[src/rtl/pwm_fade_pkg.sv]
// Shared types and saturating helpers for the PWM fade sequencer.
package pwm_fade_pkg;

   typedef enum logic [1:0] {
      IDLE = 2'd0,
      RISE = 2'd1,
      HOLD = 2'd2,
      FALL = 2'd3
   } state_e;

   localparam int STEP_W = 4;
   // Wide enough for WIDTH+1 bit arithmetic with WIDTH up to 16.
   localparam int SAT_W  = 17;

   typedef logic [SAT_W-1:0] sat_t;

   function automatic sat_t sat_add(input sat_t a, input sat_t b, input sat_t limit);
      sat_t s;
      s = a + b;
      return (s > limit) ? limit : s;
   endfunction

   function automatic sat_t sat_sub(input sat_t a, input sat_t b);
      return (a > b) ? (a - b) : '0;
   endfunction

endpackage

[src/rtl/pwm_tick_gen.sv]
// Modulo-PRESCALE enable generator; tick fires on the last count of each period.
module pwm_tick_gen #(
   parameter int PRESCALE = 100
) (
   input  logic mclk,
   input  logic rst,
   input  logic en,
   input  logic clr,
   output logic tick
);

   localparam int CW = (PRESCALE > 1) ? $clog2(PRESCALE) : 1;
   localparam logic [CW-1:0] LAST = CW'(PRESCALE - 1);

   logic [CW-1:0] cnt_q, cnt_d;

   always_comb begin
      cnt_d = cnt_q;
      if (clr || !en) begin
         cnt_d = '0;
      end else if (cnt_q == LAST) begin
         cnt_d = '0;
      end else begin
         cnt_d = cnt_q + 1'b1;
      end
   end

   always_ff @(posedge mclk) begin
      if (rst) begin
         cnt_q <= '0;
      end else begin
         cnt_q <= cnt_d;
      end
   end

   assign tick = en && !clr && (cnt_q == LAST);

endmodule

[src/rtl/pwm_fade_seq.sv]
// Fade sequencer: RISE -> HOLD -> FALL brightness profiles paced by frame pulses.
// Define PWM_FADE_GAMMA_EN to drive threshold = level^2 >> WIDTH instead of level.
module pwm_fade_seq
   import pwm_fade_pkg::*;
#(
   parameter int PRESCALE = 100,
   parameter int WIDTH    = 8,
   parameter int HOLD_W   = 8
) (
   input  logic              mclk,
   input  logic              rst,
   input  logic              start,
   input  logic              stop,
   input  logic [WIDTH-1:0]  cfg_peak,
   input  logic [STEP_W-1:0] cfg_step,
   input  logic [HOLD_W-1:0] cfg_hold,
   input  logic              cfg_repeat,
   output logic              tick,
   output logic              frame,
   output logic [WIDTH-1:0]  threshold,
   output logic              busy,
   output logic              done
);

   state_e            state_q, state_d;
   logic [WIDTH-1:0]  level_q, level_d;
   logic [WIDTH-1:0]  thr_q, thr_d;
   logic [WIDTH-1:0]  fcnt_q, fcnt_d;
   logic [HOLD_W-1:0] hold_q, hold_d;
   logic [WIDTH-1:0]  peak_q;
   logic [STEP_W-1:0] step_q;
   logic [HOLD_W-1:0] hold_cfg_q;
   logic              rep_q;
   logic              done_q, done_d;
   logic              busy_w, accept, abort;
   sat_t              rise_sum, fall_dif;

   assign busy_w = (state_q != IDLE);
   assign accept = start && !busy_w && !stop;
   assign abort  = stop && busy_w;

   pwm_tick_gen #(.PRESCALE(PRESCALE)) u_tick_gen (
      .mclk (mclk),
      .rst  (rst),
      .en   (busy_w),
      .clr  (accept),
      .tick (tick)
   );

   assign frame  = tick && (fcnt_q == {WIDTH{1'b1}});
   assign fcnt_d = !busy_w ? '0 : (tick ? fcnt_q + 1'b1 : fcnt_q);

   always_ff @(posedge mclk) begin
      if (rst) begin
         peak_q     <= '0;
         step_q     <= STEP_W'(1);
         hold_cfg_q <= '0;
         rep_q      <= 1'b0;
      end else if (accept) begin
         peak_q     <= cfg_peak;
         step_q     <= (cfg_step == '0) ? STEP_W'(1) : cfg_step;
         hold_cfg_q <= cfg_hold;
         rep_q      <= cfg_repeat;
      end
   end

   always_ff @(posedge mclk) begin
      if (rst) begin
         state_q <= IDLE;
         level_q <= '0;
         thr_q   <= '0;
         fcnt_q  <= '0;
         hold_q  <= '0;
         done_q  <= 1'b0;
      end else begin
         state_q <= state_d;
         level_q <= level_d;
         thr_q   <= thr_d;
         fcnt_q  <= fcnt_d;
         hold_q  <= hold_d;
         done_q  <= done_d;
      end
   end

   assign rise_sum = sat_add(sat_t'(level_q), sat_t'(step_q), sat_t'(peak_q));
   assign fall_dif = sat_sub(sat_t'(level_q), sat_t'(step_q));

   always_comb begin
      state_d = state_q;
      level_d = level_q;
      hold_d  = hold_q;
      if (abort) begin
         state_d = IDLE;
         level_d = '0;
      end else if (accept) begin
         state_d = RISE;
      end else if (frame) begin
         unique case (state_q)
            RISE: begin
               level_d = WIDTH'(rise_sum);
               if (rise_sum == sat_t'(peak_q)) begin
                  state_d = (hold_cfg_q == '0) ? FALL : HOLD;
                  hold_d  = hold_cfg_q;
               end
            end
            HOLD: begin
               if (hold_q <= HOLD_W'(1)) begin
                  state_d = FALL;
               end else begin
                  hold_d = hold_q - 1'b1;
               end
            end
            FALL: begin
               level_d = WIDTH'(fall_dif);
               if (fall_dif == '0) begin
                  state_d = rep_q ? RISE : IDLE;
               end
            end
            default: state_d = IDLE;
         endcase
      end
   end

   always_comb begin
      busy   = busy_w;
      done_d = (state_q == FALL) && (state_d == IDLE) && !abort;
   end

`ifdef PWM_FADE_GAMMA_EN
   logic [2*WIDTH-1:0] level_sq;
   always_comb begin
      level_sq = (2*WIDTH)'(level_d) * (2*WIDTH)'(level_d);
      thr_d    = WIDTH'(level_sq >> WIDTH);
   end
`else
   always_comb begin
      thr_d = level_d;
   end
`endif

   assign threshold = thr_q;
   assign done      = done_q;

endmodule

[config.mk]
export PLATFORM = sky130hd
export DESIGN_NAME = pwm_fade_seq
export DESIGN_NICKNAME = d
export VERILOG_FILES = /design/src/rtl/pwm_fade_pkg.sv /design/src/rtl/pwm_tick_gen.sv /design/src/rtl/pwm_fade_seq.sv
export SDC_FILE = /design/constraint.sdc
export NUM_CORES = 1
export LEC_CHECK = 0
export CAP_MARGIN = 30
export CELL_PAD_IN_SITES_DETAIL_PLACEMENT = 0
export CELL_PAD_IN_SITES_GLOBAL_PLACEMENT = 1
export CORE_MARGIN = 10
export CORE_UTILIZATION = 38
export DETAILED_ROUTE_END_ITERATION = 6
export HOLD_SLACK_MARGIN = 0.02
export PLACE_DENSITY = 0.78
export SYNTH_ARGS = -nofsm -noshare
export SYNTH_HDL_FRONTEND = slang
export SYNTH_SLANG_ARGS = --single-unit
[constraint.sdc]
create_clock -name mclk -period 6.6 [get_ports mclk]
set_clock_uncertainty 0.05 [all_clocks]
set_input_delay 0.66 -clock mclk [delete_from_list [all_inputs] [get_ports mclk]]
set_output_delay 0.66 -clock mclk [all_outputs]
set_load 0.02 [all_outputs]
==> impl_metrics.json, run 1 <==
{
  "status": "complete, no violations",
  "yosysWarnings": 0,
  "setup_viol": 0,
  "grt_pass1_vias": 3025,
  "synth_seq_cells": 55,
  "drt_wl_total_um": 9240,
  "drt-met1-wl_um": 4640,
  "dr.pass1.iters": 5,
  "cts_resized": 0,
  "tns_ns": 0,
  "syn_area_um2": 3490,
  "port_buffers": 36,
  "wl_met2_um": 4100,
  "clockRootBuffer": "clkbuf_8",
  "hp-class": "register to register",
  "drive_above_1_share_pct": 6.28,
  "holdPathStages": 2,
  "post-route-drc-count": 0,
  "synth_top_cell_area_share_pct": 31.5,
  "p_clk_share_pct": 32.7,
  "p_per_area_nw_per_um2": 178,
  "fin_crit_sh_pct": 57.0,
  "switchingPower_w": 0.000211,
  "clk-insertion-delay-late_ns": 0.32,
  "worst-path-max-fanout": 12,
  "slew_violations": 0,
  "start_kind": "register",
  "p_int_w": 0.000513,
  "grt_pass1_wl_um": 15300,
  "antennaDiodeCount": 0,
  "area_growth_pct": 16.3,
  "required_ns": 6.78,
  "fin_cells": 570,
  "cp.arrival_ns": 3.95,
  "cts_tree": "yes",
  "dp_cells": 562,
  "syn_inst": 433,
  "clockBufferDepth": 2,
  "synth.avg_cell_area_um2": 8.06,
  "r2r_slack_ns": 2.84,
  "routedWlPerCell_um": 16.2,
  "grt_overflow": 0,
  "dp_hpwl_um": 7150,
  "r2r_cells": 13,
  "finalWorstSetupSlack_ns": 2.84,
  "vdd.ir_drop.worst_mv": 0.0858,
  "core_um2": 8850,
  "clkTransAtPathRegs_ns": 0.11,
  "maxCapViolCount": 0,
  "antenna_found_initial": 0,
  "synth_common_cells": "nand2_1 (71), dfxtp_1 (55), a21oi_1 (37)",
  "synth_area_leaders": "dfxtp_1 (32%), nand2_1 (7.6%), ha_1 (7.2%)",
  "chipWidth_um": 116,
  "synth_edf_count": 0,
  "grt_usage_pct": 14.0,
  "worstSetupPathType": "register to register",
  "hold_buffers": 0,
  "yosys.cell_count.top_type": "nand2_1",
  "ant_nets": 0,
  "endpoint_kind": "register",
  "htree_levels": 2,
  "fin_nets": 508,
  "synth_top_flop_cell": "dfxtp_1",
  "drt_iter0_drc": 165,
  "post_cts_buffers": 0,
  "start_util_pct": 39.5,
  "async_flop_share_pct": 0,
  "worst_pin_slew_ns": 0.711,
  "clock-sinks": 55,
  "place_congestion": 0.883,
  "vias_per_cell": 5.54,
  "slew_headroom_pct": 52.4,
  "cts_buffers": 5,
  "combPwrFrac_pct": 18.6,
  "dr_wl_met3_um": 412,
  "swShare_pct": 29.2,
  "hold_viol": 0,
  "pre_cts_ws_ns": 2.86,
  "io_pins": 37,
  "yosys.area.top_type": "dfxtp_1",
  "leakagePower_nw": 1.56,
  "final_core_util_pct": 45.9,
  "netlist-cell-type-count": 64,
  "die_h_um": 116,
  "rows": 34,
  "clock.fmax_mhz": 266,
  "min_period_ns": 3.76,
  "routed.top_layer": "met4",
  "rsz0062_at_grt": "false",
  "vias": 3155,
  "die_area_um2": 13400,
  "p_seq_share_pct": 48.7,
  "synth_nets": 480,
  "grt_max_degree": 23,
  "seq_area_frac_synth_pct": 31.5
}
-- power by group through the flow --
stage / clock, W / combinational [W] / sequential (W)
after floorplan: 0 / 0.0000915 / 0.000356
after global placement: 0 / 0.000134 / 0.000360
after detailed placement: 0 / 0.000135 / 0.000360
after CTS: 0.000242 / 0.000136 / 0.000353
after global routing: 0.000253 / 0.000151 / 0.000354
final: 0.000236 / 0.000135 / 0.000353
-- metal layers --
| metal | global-route usage, % | vias up |
|---|---|---|
| met2 | 21.4 | 69 |
| met3 | 2.69 | 6 |
| met4 | 3.00 | 0 |
| met1 | 19.9 | 1490 |
| met5 | 0 | - |
| li1 | - | 1590 |
-- worst max-delay path: stages, from the launching register on --
cell      delay (ns)
dfxtp_1         0.36
inv_1           0.05
ha_1            0.42
nand2b_1        0.24
a211oi_1        0.41
xor2_1          0.23
ha_1            0.28
a21o_1          0.18
a221o_1         0.33
a32oi_1         0.16
buf_4           0.25
o31a_1          0.34
o21ai_2         0.17
o31ai_1         0.22
-- stage by stage --
| step | hold WS [ns] | power [W] | area (um2) |
|---|---|---|---|
| 2_1_floorplan | 0.380 | 0.000448 | 3490 |
| 3_3_place_gp | 0.397 | 0.000494 | 3930 |
| 3_5_place_dp | 0.407 | 0.000495 | 3950 |
| 4_1_cts | 0.424 | 0.000730 | 4060 |
| 5_1_grt | 0.446 | 0.000758 | 4060 |
| 6_report | 0.424 | 0.000724 | 4060 |
-- area by class of cell --
type	instances	area [um2]
Multi-Input combinational cell	336	2230
Clock buffer	5	68.8
Fill cell	903	4790
Sequential cell	55	1100
Inverter	24	90.1
Clock inverter	3	46.3
Tap cell	108	135
Timing Repair Buffer	39	390
-- placed cells by master (no fill, tap or decap), drive strengths merged, types with 3 or more instances in the layout --
cell type / synthesis / routed
nor3: 10 / 10
o31ai: 4 / 4
o2111ai: 3 / 3
inv: 24 / 25
nor2: 35 / 35
a221oi: 3 / 3
nor3b: 3 / 3
clkdlybuf4s50: 0 / 36
a31oi: 7 / 7
ha: 20 / 20
o21ai: 11 / 11
xnor2: 14 / 14
buf: 7 / 3
nor2b: 4 / 4
nand3: 7 / 7
a211oi: 10 / 10
dfxtp: 55 / 55
nand4: 8 / 8
mux2i: 9 / 9
and3: 8 / 8
nand2: 72 / 72
xor2: 15 / 15
o2bb2ai: 3 / 3
nand2b: 5 / 5
clkbuf: 11 / 5
a21o: 10 / 10
a21oi: 37 / 37
nor4: 5 / 5
-- cells by family after synthesis --
kind of cell | after synthesis | share of synthesized area (%)
AOI/OAI and AO/OA | 108 | 21.5
xor gates and xnor gates | 29 | 7.27
adders and majority gates | 22 | 8.31
buffers and inverters | 42 | 4.80
DFF | 55 | 31.5
muxes | 9 | 2.58
and+or+nand+nor | 168 | 24.0
-- final timing paths --
kind                   from        end
hold reg to reg       rep_q      rep_q
hold / removal        rep_q      rep_q
setup reg to reg  step_q[2]  hold_q[1]
setup / recovery  step_q[2]  hold_q[1]
-- registers in the layout, indices dropped and copies added, names as in the netlist --
| name | cells |
|---|---|
| done | 1 |
| fcnt_q | 8 |
| hold_cfg_q | 8 |
| hold_q | 8 |
| peak_q | 8 |
| rep_q | 1 |
| state_q | 2 |
| step_q | 4 |
| threshold | 8 |
| u_tick_gen.cnt_q | 7 |
Power figures use the tool's default switching activity.
==> run 2, diff against run 1 <==
Clock period 6.6 ns to 3.9 ns, I/O delays scaled along.
==> run 2 against run 1 <==
Net effect:
- non-clock buffer count is 2 higher
- worst setup slack worse by 2.6 ns
- critical path depth up 1
- clock power is 45% higher
- worst hold slack improved by 0.0014 ns
- sequential power grew 69%
- combinational power rose by 71%
- sequential share of layout area is essentially flat
==> impl_metrics.json, run 2 (synthesis gave the netlist of run 1 again) <==
{
  "grt_pass1_vias": 3066,
  "p_per_area_nw_per_um2": 289,
  "fin_nets": 510,
  "start_kind": "register",
  "die_h_um": 116,
  "timing.rr.start": "step_q[2]",
  "slew_violations": 0,
  "hold_viol": 0,
  "status": "complete, no violations",
  "grt_overflow": 0,
  "fin_cells": 572,
  "dp_cells": 564,
  "rows": 34,
  "seq_area_um2": 1100,
  "io_pins": 37,
  "place_congestion": 0.869,
  "grt_usage_pct": 14.3,
  "port_buffers": 36,
  "clock.fmax_mhz": 273,
  "ant_nets": 0,
  "tns_ns": 0,
  "cts_tree": "yes",
  "dp_hpwl_um": 7200,
  "grt_max_degree": 23,
  "fin_crit_sh_pct": 93.8,
  "post_cts_buffers": 0,
  "slew_headroom_pct": 53.2,
  "drt_wl_total_um": 9340,
  "fill_cells": 902,
  "hp-class": "register to register",
  "worst-path-max-fanout": 11,
  "cp.arrival_ns": 3.82,
  "dr.pass1.iters": 4,
  "endpoint_kind": "register",
  "clkTransAtPathRegs_ns": 0.11,
  "final_common_cell": "nand2_1",
  "routedWlPerCell_um": 16.3,
  "hold_buffers": 0,
  "post-route-drc-count": 0,
  "clk-insertion-delay-late_ns": 0.32,
  "start_util_pct": 39.5,
  "required_ns": 4.07,
  "clock-sinks": 55,
  "r2r_cells": 14,
  "antennaDiodeCount": 0,
  "die_area_um2": 13400,
  "worst_pin_slew_ns": 0.699,
  "r2r_slack_ns": 0.24,
  "drt_iter0_drc": 230,
  "layout_common_cells": "nand2_1 (71), dfxtp_1 (55), a21oi_1 (37)",
  "holdPathEnd": "rep_q",
  "vdd.ir_drop.worst_mv": 0.137,
  "leakagePower_nw": 1.56,
  "antenna_found_initial": 0,
  "drive_above_1_share_pct": 6.90,
  "hold_start": "rep_q",
  "clockBufferDepth": 2,
  "core_um2": 8850,
  "htree_levels": 2,
  "hold_ws_ns": 0.426,
  "worstSetupPathType": "register to register",
  "rsz0062_at_grt": "false",
  "grt_pass1_wl_um": 15700,
  "multiInputGateArea_um2": 2230,
  "setup_viol": 0,
  "vias_per_cell": 5.52,
  "cts_buffers": 5,
  "holdPathStages": 2,
  "maxCapViolCount": 0,
  "min_period_ns": 3.66,
  "clockRootBuffer": "clkbuf_8",
  "area_growth_pct": 16.1,
  "chipWidth_um": 116,
  "vias": 3160,
  "r2r_end": "threshold[4]"
}
## run 2: cell count changes in the layout (fill, tap and decap cells not counted)
cell | before | now
buf_4 | 2 | 5
inv_8 | 0 | 1
buf_8 | 1 | 0
a211oi_2 | 0 | 1
clkinv_4 | 0 | 1
inv_6 | 1 | 0
a211oi_1 | 10 | 9
bufinv_16 | 1 | 0
## run 2: through the flow
stage | utilization (%) | area (um2) | total power [W] | setup WS, ns
final | 45.8 | 4050 | 0.00117 | 0.242
after global routing | 45.8 | 4050 | 0.00123 | 0.0275
after CTS | 45.8 | 4050 | 0.00118 | 0.139
after detailed placement | 44.7 | 3950 | 0.000839 | 0.169
after global placement | 44.7 | 3950 | 0.000836 | 0.220
after floorplan | - | 3490 | 0.000758 | 0.403
## run 2: final cells by class
class | instances | area share [%]
Tap cell | 108 | 3.33
Multi-Input combinational cell | 336 | 55.1
Clock buffer | 5 | 1.70
Timing Repair Buffer | 41 | 9.81
Inverter | 24 | 2.22
Clock inverter | 3 | 0.679
Sequential cell | 55 | 27.2
## run 2: worst max-delay path by stage
| stage | startpoint | end | cells past startpoint |
|---|---|---|---|
| floorplan | threshold[2] | threshold[4] | 13 |
| detailed placement | step_q[2] | threshold[2] | 13 |
| CTS | step_q[2] | threshold[4] | 13 |
| global route | step_q[2] | threshold[4] | 14 |
| global placement | step_q[2] | threshold[4] | 13 |
| finish | step_q[2] | threshold[4] | 14 |
## run 2: power breakdown
group | switching [W] | total [W] | leakage [nW] | internal, W
Clock | 0.000211 | 0.000343 | 0.0463 | 0.000133
Sequential | 0.0000204 | 0.000598 | 0.445 | 0.000577
Combinational | 0.000135 | 0.000231 | 1.07 | 0.0000956
## run 2: routing by layer
metal / up-vias / track usage [%] / wire [um]
met5: - / 0 / 0
met4: 0 / 3.75 / 99
met3: 9 / 2.79 / 402
met2: 61 / 22.1 / 4200
met1: 1490 / 19.7 / 4640
li1: 1600 / - / -
## run 2: timing repair
item | 4_1_cts | 5_1_grt
gates resized for setup | 0 | 1
hold endpoints to repair | 0 | 0
endpoints found under the setup margin | 0 | 10
## run 2: critical path: stages (launching register included)
cell and delay [ns]:
dfxtp_1 0.37, inv_1 0.05, ha_1 0.40, nand2b_1 0.24, a21oi_1 0.37, xnor2_1 0.20
ha_1 0.28, nand4_1 0.11, o221ai_1 0.14, a221o_1 0.33, a32oi_1 0.21, buf_4 0.26
mux2i_1 0.27, a221oi_2 0.10, a21o_1 0.18
==> run 3, diff against run 2 <==
Settings changed: CTS_CLUSTER_SIZE set to 8, REMOVE_ABC_BUFFERS set to 1, SETUP_SLACK_MARGIN set to 0.1.
==> run 3 against run 2 <==
Net effect:
- register-to-register slack improved by 0.13 ns
- clock power grew 14%
- final cell count is 0.70% higher
- global-route usage down 0.33 points
- highest routed layer unchanged
- worst setup slack improved by 0.13 ns
- core utilization increased by 0.85 points
- die area unchanged
- largest cell class unchanged
- clock-buffer cell count unchanged
- worst hold slack worse by 0.010 ns
- power is 4.8% higher
- first-iteration DRC count down 16%
==> impl_metrics.json, run 3 (synthesis gave the netlist of run 1 again) <==
{
  "status": "complete, no violations",
  "vdd.ir_drop.worst_mv": 0.167,
  "drt_wl_total_um": 9200,
  "r2r_cells": 13,
  "timing.rr.start": "threshold[0]",
  "fin_nets": 514,
  "chipWidth_um": 116,
  "grt_pass1_wl_um": 15200,
  "ant_nets": 0,
  "clock-sinks": 55,
  "r2r_end": "threshold[4]",
  "holdPathStages": 2,
  "grt_overflow": 0,
  "clockRootBuffer": "clkbuf_8",
  "grt_max_degree": 23,
  "fin_cells": 576,
  "rsz0062_at_grt": "false",
  "final_common_cell": "nand2_1",
  "worstSetupPathType": "register to register",
  "drive_above_1_share_pct": 8.76,
  "final_core_util_pct": 46.7,
  "fin_crit_sh_pct": 90.4,
  "core_um2": 8850,
  "slew_violations": 0,
  "clk-insertion-delay-late_ns": 0.32,
  "vias": 3223,
  "die_h_um": 116,
  "start_kind": "register",
  "worst_pin_slew_ns": 0.739,
  "dp_hpwl_um": 7030,
  "holdPathEnd": "rep_q",
  "hold_viol": 0,
  "layout_common_cells": "nand2_1 (71), dfxtp_1 (54), clkdlybuf4s50_1 (36)",
  "htree_levels": 2,
  "rows": 34,
  "fill_cells": 900,
  "place_congestion": 0.879,
  "port_buffers": 36,
  "setup_viol": 0,
  "routedWlPerCell_um": 16.0,
  "hold_start": "rep_q",
  "vias_per_cell": 5.60,
  "leakagePower_nw": 1.60,
  "min_period_ns": 3.53,
  "maxCapViolCount": 0,
  "grt_pass1_vias": 3089,
  "dp_cells": 567,
  "worst-path-max-fanout": 5,
  "cp.arrival_ns": 3.70,
  "clock.fmax_mhz": 284,
  "drt_iter0_drc": 194,
  "r2r_slack_ns": 0.37,
  "start_util_pct": 39.5,
  "antenna_found_initial": 0,
  "endpoint_kind": "register",
  "grt_usage_pct": 13.9,
  "hold_ws_ns": 0.416,
  "clockBufferDepth": 2,
  "cts_tree": "yes",
  "io_pins": 37,
  "post-route-drc-count": 0,
  "dr.pass1.iters": 6,
  "p_per_area_nw_per_um2": 297,
  "cts_buffers": 5,
  "clkTransAtPathRegs_ns": 0.11,
  "antennaDiodeCount": 0,
  "required_ns": 4.07,
  "hp-class": "register to register",
  "slew_headroom_pct": 50.5,
  "die_area_um2": 13400,
  "area_growth_pct": 18.2
}
==> run 3: area by class of cell <==
type / instances / area, um2 / share of cell area, %
inverter: 24 / 90.1 / 2.18
clock buffer: 5 / 68.8 / 1.67
multi-input combinational: 336 / 2260 / 54.8
sequential: 55 / 1100 / 26.7
timing repair buffer: 45 / 428 / 10.4
tap: 108 / 135 / 3.27
clock inverter: 3 / 43.8 / 1.06
==> run 3: repair_timing <==
action,4_1_cts,5_1_grt
endpoints found under the setup margin,0,17
buffers inserted,0,1
resized for setup,0,7
hold buffers,0,0
==> run 3: routing by layer <==
| layer | share of wire [%] | track usage, % |
|---|---|---|
| met4 | 0.78 | 3.59 |
| met3 | 5.1 | 2.95 |
| met2 | 46 | 22.4 |
| met5 | 0 | 0 |
| met1 | 48 | 18.5 |
==> run 3: power by group <==
group,internal [W],switching [W],leakage (nW),total (W)
sequential,0.000577,0.0000191,0.446,0.000596
clock,0.000192,0.000200,0.0581,0.000391
combinational,0.000103,0.000137,1.09,0.000240
total,0.000872,0.000356,1.60,0.00123
==> run 3: worst max-delay path, stage by stage, from the launching register on <==
cell,delay [ns]
dfxtp_1,0.41
ha_1,0.24
fa_1,0.26
nand2b_1,0.11
a211oi_2,0.31
xor2_1,0.25
ha_1,0.28
a21o_1,0.19
a221o_1,0.34
a32oi_2,0.23
buf_4,0.22
mux2i_1,0.28
a221oi_2,0.10
a21o_1,0.17
==> run 3: worst max-delay path by stage <==
stage                 start      endpoint  slack, ns  cells after the start
6_report       threshold[0]  threshold[4]       0.37                     13
4_1_cts           step_q[2]  threshold[4]       0.15                     13
2_1_floorplan  threshold[2]     hold_q[0]      -0.04                     11
3_3_place_gp      step_q[2]     hold_q[0]       0.25                     12
5_1_grt           step_q[3]  threshold[1]       0.10                     14
3_5_place_dp      step_q[2]  threshold[4]       0.15                     13
==> run 3: metrics by stage <==
stage	instance area [um2]	worst slack, ns	total power [W]	setup TNS, ns
after detailed placement	3980	0.150	0.000843	0
after CTS	4090	0.146	0.00124	0
final	4130	0.373	0.00123	0
after global placement	3980	0.245	0.000840	0
after floorplan	3410	-0.0421	0.000750	-0.0421
after global routing	4130	0.102	0.00129	0
==> edit (config.mk and constraints of run 1) <==
`HOLD_W`: 8 -> 6.
--- a/src/rtl/pwm_fade_seq.sv
+++ b/src/rtl/pwm_fade_seq.sv
@@ -6,5 +6,5 @@
    parameter int PRESCALE = 100,
    parameter int WIDTH    = 8,
-   parameter int HOLD_W   = 8
+   parameter int HOLD_W   = 6
 ) (
    input  logic              mclk,
Ports: changed (resized cfg_hold); port bits go from 37 to 35. The function was not compared with the original's and may differ.
==> edit against run 1 <==
  * Fmax down 8.6%
  * Die area up 1.0%
  * Count of clock-buffer cells in the layout unchanged
  * Design area about the same
  * Worst setup slack worse by 0.35 ns
  * Largest power group unchanged
  * Sequential power down 6.5%
  * Power down 10%
  * Core utilization down 1.5 points
  * Sequential cell count down 4
  * Routed wire length up 5.0%
  * Area after synthesis up 1.3%
==> edit: results (changes against run 1) <==
Status
  – Outcome: finished, final reports clean

Power
  – Max VDD drop: 95.6 uV (+11%)
  – Lkg Pwr: 1.49 nW (-4.4%)

Routing
  – DRT met1 WL: 4460 um (-4.0%)
  – Routed wl met3: 641 um (+56%)
  – Drt via density: 5.56 (+0.45%)
  – First-pass DRT Iterations: 4 (-1)
  – Total vias in the final route: 3275 (+3.8%)
  – DRT iter0 DRCs: 223 (+35%)
  – Metal2 WL: 4420 um (+7.7%)

Cells and area
  – Fillers: 939 (+4.0%)
  – Multi-input gates: 354 (+5.4%)
  – Clock buf/inv share: 0.0216 (-0.00677)
  – Signal buffers: 38 (-2.6%)
  – Fraction of layout cells with a size suffix above 1: 0.0649 (+0.00208)
  – Sequential portion of the cell area: 0.252 (-0.0196)
  – Layout Nets: 522 (+2.8%)
  – Fraction of area in multi-input gates: 0.575 (+0.0258)

Logic synthesis
  – Mux contribution to synthesized area: 0.0145 (-0.0113)
  – XOR/XNOR share of the synthesized area: 0.0722 (-0.000547)
  – Synth cell count leaders: nand2_1, dfxtp_1, nor2_1, a21oi_1, inv_1
  – Synth unique cells: 79 (+23%)
  – Flop and latch count out of synthesis: 51 (-7.3%)
  – Sequential area share after synthesis: 0.289 (-0.0266)
  – Avg Inst Size Synth: 7.82 um2 (-3.0%)
  – Area contributors post-synth: dfxtp_1, nand2_1, ha_1
  – Compound-cell area share of the yosys netlist: 0.218 (+0.00335)
  – Synthesis Warnings: 0 (unchanged)

Setup path
  – Crit path arrival time: 4.27 ns (+0.32 ns)
  – CP max stage cell: a211o_1
  – Max incr delay on CP: 0.49 ns (+0.07 ns)
  – Crit path max fanout: 16 (+4)

Placement
  – DP Area: 0.00397 mm2 (+0.67%)
  – Placer congestion estimate: 0.890 (+0.75%)
  – # port buffers: 34 (-5.6%)
  – HPWL after DPL: 7500 um (+5.0%)
  – DP Worst Slack: 2.55 ns (-0.316 ns)

Clock network
  – Clock Latency Late Sink: 0.30 ns (-0.02 ns)

Global route
  – Tot GR Track Use: 0.146 (+0.00653)
  – Global-route wire length before repair: 16100 um (+4.9%)
  – Number of global-route vias before repair: 3132 (+3.5%)

Timing
  – Slew HR: 0.580 (+0.0561)
edit: cell count changes after synthesis, moves of 5 or more:
| cell | delta |
|---|---|
| nor3_1 | +6 |
| a21o_1 | -7 |
| o21ai_0 | +13 |
| nand3_1 | +5 |
| mux2i_1 | -5 |
| a211oi_1 | -5 |
| or3_1 | +5 |
| xor2_1 | -5 |
edit: report_power, final:
| group | switching [W] | internal, W | total [W] |
|---|---|---|---|
| clock | 0.000110 | 0.0000750 | 0.000185 |
| sequential | 0.0000139 | 0.000316 | 0.000330 |
| combinational | 0.0000784 | 0.0000563 | 0.000135 |
edit: final timing paths:
kind                                            end                 from  depth (start not counted)  slack, ns
worst max-delay path                   threshold[1]            step_q[2]                         14       2.48
worst min-delay path            u_tick_gen.cnt_q[0]  u_tick_gen.cnt_q[0]                          1       0.40
worst max register to register         threshold[1]            step_q[2]                         14       2.48
worst min register to register  u_tick_gen.cnt_q[0]  u_tick_gen.cnt_q[0]                          1       0.40
edit: layer usage:
metal | global-route usage | vias to the layer above
li1 | - | 1664
met1 | 0.192 | 1481
met2 | 0.238 | 112
met3 | 0.0277 | 18
met4 | 0.0425 | 0
met5 | 0 | -
edit: logic make-up (layout without fill, tap and decap cells):
logic type / count (synthesis) / after routing
compound gates: 112 / 112
xor+xnor: 25 / 25
fa+ha+maj: 22 / 22
buf+inv: 47 / 73
flops: 51 / 51
mux: 5 / 5
simple gates: 190 / 190
edit: stage by stage:
| step | util | power (W) |
|---|---|---|
| 6_report | 0.443 | 0.000649 |
| 5_1_grt | 0.443 | 0.000682 |
| 4_1_cts | 0.443 | 0.000657 |
| 3_5_place_dp | 0.434 | 0.000471 |
| 3_3_place_gp | 0.432 | 0.000468 |
| 2_1_floorplan | - | 0.000425 |
